<file path="src/rtl/fifo_arb_pkg.sv">
// Shared types and default constants for the FIFO write-port arbiter.
package fifo_arb_pkg;

    typedef enum logic {
        IDLE  = 1'b0,
        BURST = 1'b1
    } arb_state_e;

    localparam int DEF_NREQ      = 4;
    localparam int DEF_WIDTH     = 8;
    localparam int DEF_MAX_BURST = 4;

    // Width of each per-requester accepted-beat counter.
    localparam int STATS_W = 16;

endpackage

</file>
<file path="src/rtl/fifo_write_arbiter_rr_pick.sv">
// Round-robin priority search: first asserted request after last_grant,
// wrapping NREQ-1 -> 0. Purely combinational.
module rr_pick
    import fifo_arb_pkg::*;
#(
    parameter int NREQ = DEF_NREQ
)(
    input  logic [NREQ-1:0]         req_valid,
    input  logic [$clog2(NREQ)-1:0] last_grant,
    output logic                    found,
    output logic [$clog2(NREQ)-1:0] index
);

    localparam int IDX_W = $clog2(NREQ);

    logic [IDX_W-1:0] cand;

    // Walk the offsets from farthest to nearest so the nearest hit is the last one kept.
    always_comb begin
        found = 1'b0;
        index = '0;
        cand  = '0;
        for (int k = NREQ; k >= 1; k--) begin
            cand = IDX_W'((int'(last_grant) + k) % NREQ);
            if (req_valid[cand]) begin
                found = 1'b1;
                index = cand;
            end
        end
    end

endmodule

</file>
<file path="src/rtl/fifo_write_arbiter.sv">
// Round-robin burst arbiter in front of the FIFO write port.
// A grant lasts up to MAX_BURST beats or until the owner drops valid; each
// grant change costs one IDLE cycle. Accepted beats reach the FIFO one cycle
// later through registered write_en/data. fifo_afull stalls without revoking.
// Optional per-requester beat counters: define FIFO_WRITE_ARB_STATS_EN.
module fifo_write_arbiter
    import fifo_arb_pkg::*;
#(
    parameter int NREQ      = DEF_NREQ,
    parameter int WIDTH     = DEF_WIDTH,
    parameter int MAX_BURST = DEF_MAX_BURST
)(
    input  logic                    clk,
    input  logic                    rst,
    input  logic [NREQ-1:0]         req_valid,
    input  logic [NREQ*WIDTH-1:0]   req_data,
    output logic [NREQ-1:0]         req_ready,
    input  logic                    fifo_afull,
    output logic                    fifo_write_en,
    output logic [WIDTH-1:0]        fifo_data,
    output logic [$clog2(NREQ)-1:0] grant_id,
    output logic                    busy
`ifdef FIFO_WRITE_ARB_STATS_EN
    ,
    input  logic                    stats_clr,
    output logic [NREQ*STATS_W-1:0] beat_count
`endif
);

    localparam int IDX_W = $clog2(NREQ);
    localparam int CNT_W = $clog2(MAX_BURST + 1);
    localparam logic [CNT_W-1:0] LAST_BEAT = CNT_W'(MAX_BURST - 1);

    arb_state_e       state_q, state_d;
    logic [IDX_W-1:0] grant_q, grant_d;
    logic [IDX_W-1:0] last_q, last_d;
    logic [CNT_W-1:0] beat_cnt_q, beat_cnt_d;
    logic             wen_q;
    logic [WIDTH-1:0] data_q;
    logic [WIDTH-1:0] sel_data;
    logic             pick_found;
    logic [IDX_W-1:0] pick_idx;
    logic             granted_valid;
    logic             accept;

    rr_pick #(.NREQ(NREQ)) u_pick (
        .req_valid  (req_valid),
        .last_grant (last_q),
        .found      (pick_found),
        .index      (pick_idx)
    );

    assign granted_valid = req_valid[grant_q];
    assign accept        = (state_q == BURST) && !fifo_afull && granted_valid;

    // Only the granted requester sees ready, and only while the FIFO has room.
    always_comb begin
        req_ready = '0;
        if (state_q == BURST && !fifo_afull) begin
            req_ready[grant_q] = 1'b1;
        end
    end

    // Data mux for the granted requester.
    always_comb begin
        sel_data = '0;
        for (int i = 0; i < NREQ; i++) begin
            if (grant_q == IDX_W'(i)) begin
                sel_data = req_data[i*WIDTH +: WIDTH];
            end
        end
    end

    // Next-state: arbitrate in IDLE, count beats and release in BURST.
    always_comb begin
        state_d    = state_q;
        grant_d    = grant_q;
        last_d     = last_q;
        beat_cnt_d = beat_cnt_q;
        case (state_q)
            IDLE: begin
                if (pick_found) begin
                    grant_d    = pick_idx;
                    beat_cnt_d = '0;
                    state_d    = BURST;
                end
            end
            BURST: begin
                if (!granted_valid) begin
                    state_d = IDLE;
                    last_d  = grant_q;
                end else if (accept) begin
                    beat_cnt_d = beat_cnt_q + CNT_W'(1);
                    if (beat_cnt_q == LAST_BEAT) begin
                        state_d = IDLE;
                        last_d  = grant_q;
                    end
                end
            end
            default: state_d = IDLE;
        endcase
    end

    // FSM registers; reset points priority at requester 0.
    always_ff @(posedge clk) begin
        if (rst) begin
            state_q    <= IDLE;
            grant_q    <= '0;
            last_q     <= IDX_W'(NREQ - 1);
            beat_cnt_q <= '0;
        end else begin
            state_q    <= state_d;
            grant_q    <= grant_d;
            last_q     <= last_d;
            beat_cnt_q <= beat_cnt_d;
        end
    end

    // Output register toward the FIFO; a reset discards the beat in flight.
    always_ff @(posedge clk) begin
        if (rst) begin
            wen_q  <= 1'b0;
            data_q <= '0;
        end else begin
            wen_q <= accept;
            if (accept) begin
                data_q <= sel_data;
            end
        end
    end

    assign fifo_write_en = wen_q;
    assign fifo_data     = data_q;
    assign grant_id      = grant_q;
    assign busy          = (state_q == BURST);

`ifdef FIFO_WRITE_ARB_STATS_EN
    logic [STATS_W-1:0] stat_q [NREQ];

    // Saturating accepted-beat counters; clear wins over increment.
    always_ff @(posedge clk) begin
        for (int i = 0; i < NREQ; i++) begin
            if (rst || stats_clr) begin
                stat_q[i] <= '0;
            end else if (accept && grant_q == IDX_W'(i) && stat_q[i] != '1) begin
                stat_q[i] <= stat_q[i] + STATS_W'(1);
            end
        end
    end

    // Flatten the counters onto the output bus.
    always_comb begin
        beat_count = '0;
        for (int i = 0; i < NREQ; i++) begin
            beat_count[i*STATS_W +: STATS_W] = stat_q[i];
        end
    end
`endif

endmodule

</file>
<file path="config.mk">
export PLATFORM = sky130hd
export DESIGN_NAME = fifo_write_arbiter
export DESIGN_NICKNAME = d
export VERILOG_FILES = /design/src/rtl/fifo_arb_pkg.sv /design/src/rtl/fifo_write_arbiter_rr_pick.sv /design/src/rtl/fifo_write_arbiter.sv
export SDC_FILE = /design/constraint.sdc
export NUM_CORES = 1
export LEC_CHECK = 0
export CAP_MARGIN = 30
export CORE_MARGIN = 4
export CORE_UTILIZATION = 44
export CTS_BUF_LIST = sky130_fd_sc_hd__clkbuf_8
export DETAILED_ROUTE_END_ITERATION = 7
export HOLD_SLACK_MARGIN = 0.03
export PLACE_DENSITY = 0.92
export SYNTH_ARGS = -nofsm -noshare
export SYNTH_HDL_FRONTEND = slang
export SYNTH_SLANG_ARGS = --single-unit
export TNS_END_PERCENT = 5
</file>
<file path="constraint.sdc">
create_clock -name clk -period 2.5 [get_ports clk]
set_clock_uncertainty 0.15 [all_clocks]
set_input_delay 0.375 -clock clk [delete_from_list [all_inputs] [get_ports clk]]
set_output_delay 0.375 -clock clk [all_outputs]
set_load 0.01 [all_outputs]
</file>
; ---- Word level (Yosys, flattened, before mapping)
; Cells that the tools add are included.
[classes]
n_addsub = 5
magnitude_cmp = 6
n_eq_ne = 9
muxes = 37
bitwise_logic = 1
reduce_logical = 8
[ops]
columns = cell, count
row1 = 8-bit 2-to-1 mux, 4
row2 = 2-bit by 3-bit less-than comparator with 1-bit output (second input constant), 5
row3 = 1-bit 2-to-1 mux, 14
row4 = 2-bit 2-to-1 mux, 7
row5 = 1-bit binary-select mux with 2-bit select, 5
row6 = 3-bit 2-to-1 mux, 3
row7 = 2-bit by 1-bit != test with 1-bit output (second input constant), 4
row8 = 3-bit one-hot mux with 2 select lines, 1
row9 = 3-bit AND reduction, 2
row10 = 2-bit by 1-bit adder with 2-bit output (second input constant), 2
row11 = 2-bit adder (second input constant), 2
row12 = 2-bit equality test (second input constant), 2
row13 = 4-bit 2-to-1 mux, 1
row14 = 3-bit by 1-bit adder with 3-bit output (second input constant), 1
row15 = 3-bit by 2-bit equality test with 1-bit output (second input constant), 1
row16 = 1-bit logical AND, 3
row17 = 1-bit demux with 2-bit select, 1
row18 = 2-bit by 1-bit equality test with 1-bit output (second input constant), 1
row19 = 2-bit by 1-bit >= comparator with 1-bit output (second input constant), 1
row20 = 2-bit zero test, 1
row21 = 2-bit != test (second input constant), 1
row22 = 1-bit one-hot mux with 2 select lines, 1
row23 = 2-bit AND reduction, 1
row24 = 1-bit zero test, 1
row25 = 1-bit NOT, 1
[totals]
ff_bits = 17
in_bits = 39
output_inout_bits = 16

; ---- Depth between registers and ports, before layout
[depth]
depth_word = 9
depth_mapped = 6
ltp_nobuf = 6

; ---- Cells and area by module
; A second synthesis with hierarchy kept.
[hier_totals]
hier_cells = 103
hier_area_um2 = 1091.0
[modules_own_cells]
columns = module, instances, cells_each, area_per_inst_um2
row1 = fifo_write_arbiter, 1, 89, 999.7
row2 = rr_pick, 1, 14, 91.3

; ---- Worst setup path before layout
; OpenSTA, ideal clock, no wires.
[synth_timing]
path_type = flip-flop to flip-flop
from = register grant_q[0], in the netlist grant_id[0]
to = register data_q[0], in the netlist fifo_data[0]
setup_time_ns = 0.128
t_arrival_ns = 1.407
slack_ns = 0.816
stages_incl_launch_ff = 6
period_less_slack_ns = 1.684
path_cell_list = dfxtp_1 -> buf_6 -> buf_2 -> mux4_2 -> mux2i_1 -> nor2_1
[synth_between]
elab_chain_cells = 5
[synth_rtl]
columns = element, line
row1 = start: declaration, fifo_write_arbiter.sv:35  ; logic [IDX_W-1:0] grant_q, grant_d;
row2 = start signal: assignment, fifo_write_arbiter.sv:113  ; grant_q <= grant_d;
row3 = 2-bit zero test, fifo_write_arbiter.sv:68  ; if (grant_q == IDX_W'(i)) begin
row4 = 8-bit 2-to-1 mux (4 in series), fifo_write_arbiter.sv:68
row5 = end signal: assignment, fifo_write_arbiter.sv:127  ; data_q <= sel_data;
row6 = end: declaration, fifo_write_arbiter.sv:39  ; logic [WIDTH-1:0] data_q;
; Parallel ways exist; a longest one is shown, timed or not. The select of a mux whose other input is x is not followed.
; A chain may end at the register's enable or synchronous reset.

; ---- Final worst setup path
[layout_timing]
from = input fifo_afull
to = output req_ready[0]
[layout_between]
elab_chain_cells = 3
[layout_rtl]
columns = element, line
row1 = start: declaration, fifo_write_arbiter.sv:18  ; input logic fifo_afull,
row2 = 1-bit zero test, fifo_write_arbiter.sv:59  ; if (state_q == BURST && !fifo_afull) begin
row3 = 1-bit logical AND, fifo_write_arbiter.sv:59
row4 = 4-bit 2-to-1 mux, fifo_write_arbiter.sv:59
row5 = end: declaration, fifo_write_arbiter.sv:17  ; output logic [NREQ-1:0] req_ready,
; No other way between the ends.

==> impl_metrics.py <==
metrics = {
    "run_status": {
        "status": "finished, final reports clean",
    },
    "place": {
        "place_congestion": 0.8572,
        "place_ws_ns": 0.07250,
        "dp_hpwl_um": 2337,
        "port_buffers": 54,
    },
    "cts": {
        "path_clk_slew_ns": 0.06,
        "cts.repair.resized": 0,
        "cts_hold_buffers": 0,
        "postCtsSetupBuffers": 0,
        "clock_path_buffers": 2,
        "cts_sinks": 17,
        "htree_levels": 1,
        "clock_latency_ns": 0.25,
        "cts_root_buffer": "clkbuf_8",
        "cts_tree": "yes",
        "cts_buffers": 3,
    },
    "drt": {
        "vias_per_cell": 5.476,
        "postRouteAntennaNets": 0,
        "firstDrtPassIters": 5,
        "drt_iter0_drc": 19,
        "drt_wl_total_um": 2944,
        "drc": 0,
        "vias": 1035,
        "wl_per_cell_um": 15.58,
    },
    "logic_synthesis": {
        "ys_seq_elements": 17,
        "synth_mux_area_frac": 0.3126,
        "synthesis.instances": 105,
        "ys_seq_area_frac": 0.3137,
        "synth-xor-area-share": 0,
        "syn-num-nets": 146,
        "synth_area_um2": 1085,
        "synth_ff_type": "dfxtp_1",
        "synth_top_family_by_area": "multiplexers",
        "synth_edf_count": 0,
        "synthSimpleGateAreaFrac": 0.1742,
        "synthArstFlopShare": 0,
        "synth_compound_gate_area_share": 0.1130,
        "synth_warnings": 0,
        "synthAdderAreaFrac": 0.02307,
        "ys_types": 36,
        "avgSynthCellArea_um2": 10.33,
        "synth.largest_area_cell": "dfxtp_1",
        "synth.area.top_cells": "dfxtp_1 31%, mux4_2 10%, mux2i_1 9.2%",
        "synth_top_area_share": 0.3137,
    },
    "timing": {
        "finalCriticalPeriod_ns": 2.423,
        "maxSlewViolCount": 0,
        "tightest_slew_ns": 0.4711,
        "relSlewSlack": 0.6855,
        "tns_ns": 0,
        "worst_slack_ns": 0.07743,
        "fmax_mhz": 412.8,
        "hold_viol_final": 0,
        "setup_viol": 0,
        "rsz0062_at_grt": "false",
        "finalCritPeriodShare": 0.9690,
        "hold_ws_ns": 0.3459,
    },
    "global_routing": {
        "overflow": 0,
        "grt_pass1_wl_um": 4885,
        "grt_use_total": 0.1898,
        "grt_pass1_vias": 1098,
        "grt_max_degree": 15,
        "antenna_found_initial": 0,
    },
    "floorplanning": {
        "rows": 17,
        "die-area_um2": 3324,
        "core_um2": 2276,
        "die_width_um": 57.66,
        "initial_core_util": 0.4766,
        "io_pins": 55,
        "fp.dieH_um": 57.66,
    },
    "setup_path": {
        "worstSetupPathType": "in2out",
        "slowest_stage": "clkdlybuf4s50_1",
        "critPathMaxFanout": 3,
        "crit_buf_inv": 2,
        "end_kind": "output pin",
        "path_cells": "clkdlybuf4s50_1 > or3b_4 > nor2_1 > clkdlybuf4s50_1",
        "arrival_ns": 1.90,
        "cp_top_family": "buffers and inverters",
        "critPathRequiredTime_ns": 1.98,
        "cp-start-kind": "input port",
        "cpPeakStageDelay_ns": 0.56,
        "path_common_cell": "clkdlybuf4s50_1",
    },
    "layout": {
        "fin_nets": 203,
        "area_delta_synth_final_pct": 56.17,
        "drive_gt1_frac": 0.1491,
        "diodes": 0,
        "n_fill_cell": 158,
    },
    "job": {
        "maxCapViolations": 0,
    },
    "power_and_ir_drop": {
        "irDropWorstVdd_uv": 341.1,
        "p_per_area_nw_per_um2": 443.5,
        "p_leak_nw": 0.6164,
    },
    "hold_path": {
        "worstHoldPathType": "reg2reg",
    },
}
-- metrics by stage --
| step | cell area [µm²] | utilization | power (W) | cells |
|---|---|---|---|---|
| 6_report | 1694 | 0.7444 | 0.0007513 | 189 |
| 5_1_grt | 1694 | 0.7444 | 0.0007865 | 189 |
| 4_1_cts | 1694 | 0.7444 | 0.0007585 | 189 |
| 3_5_place_dp | 1648 | 0.7240 | 0.0005545 | 185 |
| 3_3_place_gp | 1648 | 0.7240 | 0.0005462 | 185 |
| 2_1_floorplan | 1085 | - | 0.0004416 | 105 |
-- layout make-up --
class | count | area, µm² | share of cell area
Sequential cell | 17 | 340.3 | 0.2009
Clock buffer | 3 | 41.29 | 0.02437
Inverter | 3 | 11.26 | 0.006647
Clock inverter | 1 | 5.005 | 0.002954
Tap cell | 28 | 35.03 | 0.02068
Multi-Input combinational cell | 77 | 675.6 | 0.3988
Timing Repair Buffer | 60 | 585.6 | 0.3456
-- registers in the layout, summed over array words and instances (netlist names) --
signal	count
fifo_write_en	1
beat_cnt_q	3
fifo_data	8
last_q	2
busy	1
grant_id	2
-- cell usage in the layout (no fill, tap or decap), drive strengths merged --
cell / synthesis / final
clkbuf: 1 / 3
or3b: 2 / 2
o22a: 1 / 1
and3: 1 / 1
nand3: 1 / 1
a21o: 2 / 2
mux4: 8 / 8
buf: 7 / 6
a21oi: 4 / 4
nor2: 17 / 17
nor3: 1 / 1
or4: 1 / 1
nor3b: 1 / 1
nor2b: 1 / 1
a311oi: 1 / 1
inv: 3 / 3
dfxtp: 17 / 17
nand2b: 3 / 3
a31o: 1 / 1
nand3b: 2 / 2
o22ai: 1 / 1
clkdlybuf4s50: 0 / 54
a211o: 1 / 1
mux2i: 11 / 11
nand2: 4 / 4
nor4: 1 / 1
or2: 1 / 1
o21ai: 5 / 5
a21boi: 1 / 1
mux2: 3 / 3
ha: 2 / 2
clkinv: 0 / 1
-- where the power goes --
group	internal [W]	switching [W]	leakage, nW	total (W)
registers	0.000288	0.0000175	0.139	0.000306
logic	0.000153	0.0000889	0.452	0.000242
clock network	0.000111	0.0000933	0.0255	0.000204
-- worst register-to-register path, cell delays in order, from the launching register on --
cell	delay, ns
dfxtp_1	0.61
mux2i_1	0.21
o22ai_4	0.25
buf_4	0.25
mux2i_1	0.23
nor2_1	0.06
-- cell families after synthesis --
logic type | after synthesis
flops | 17
buf+inv | 11
compound gates | 17
fa+ha+maj | 2
simple gates | 36
mux | 22
-- Yosys cell counts (2+ instances only) --
master,count
mux4_1,3
nor2_1,17
buf_2,3
ha_1,2
nand2_1,4
nand3b_1,2
o21ai_0,5
mux2_2,3
a21o_1,2
mux2i_1,10
mux4_2,5
a21oi_1,4
nand2b_1,3
dfxtp_1,17
buf_1,2
inv_1,3
-- metal layers --
layer | track usage | vias to the layer above | part of all wire
met4 | 0.07285 | 0 | 0.015
met3 | 0.04232 | 6 | 0.079
met5 | 0 | - | 0
li1 | - | 499 | -
met1 | 0.2108 | 484 | 0.40
met2 | 0.3484 | 46 | 0.50
-- path summary, 6_finish.rpt --
check	startpoint	endpoint	slack, ns	depth (start not counted)
min reg2reg	fifo_data[4]	fifo_data[4]	0.35	2
max reg2reg	grant_id[1]	fifo_data[7]	0.64	5
max	fifo_afull	req_ready[0]	0.08	4
min	fifo_data[4]	fifo_data[4]	0.35	2
Power figures use the tool's default switching activity.
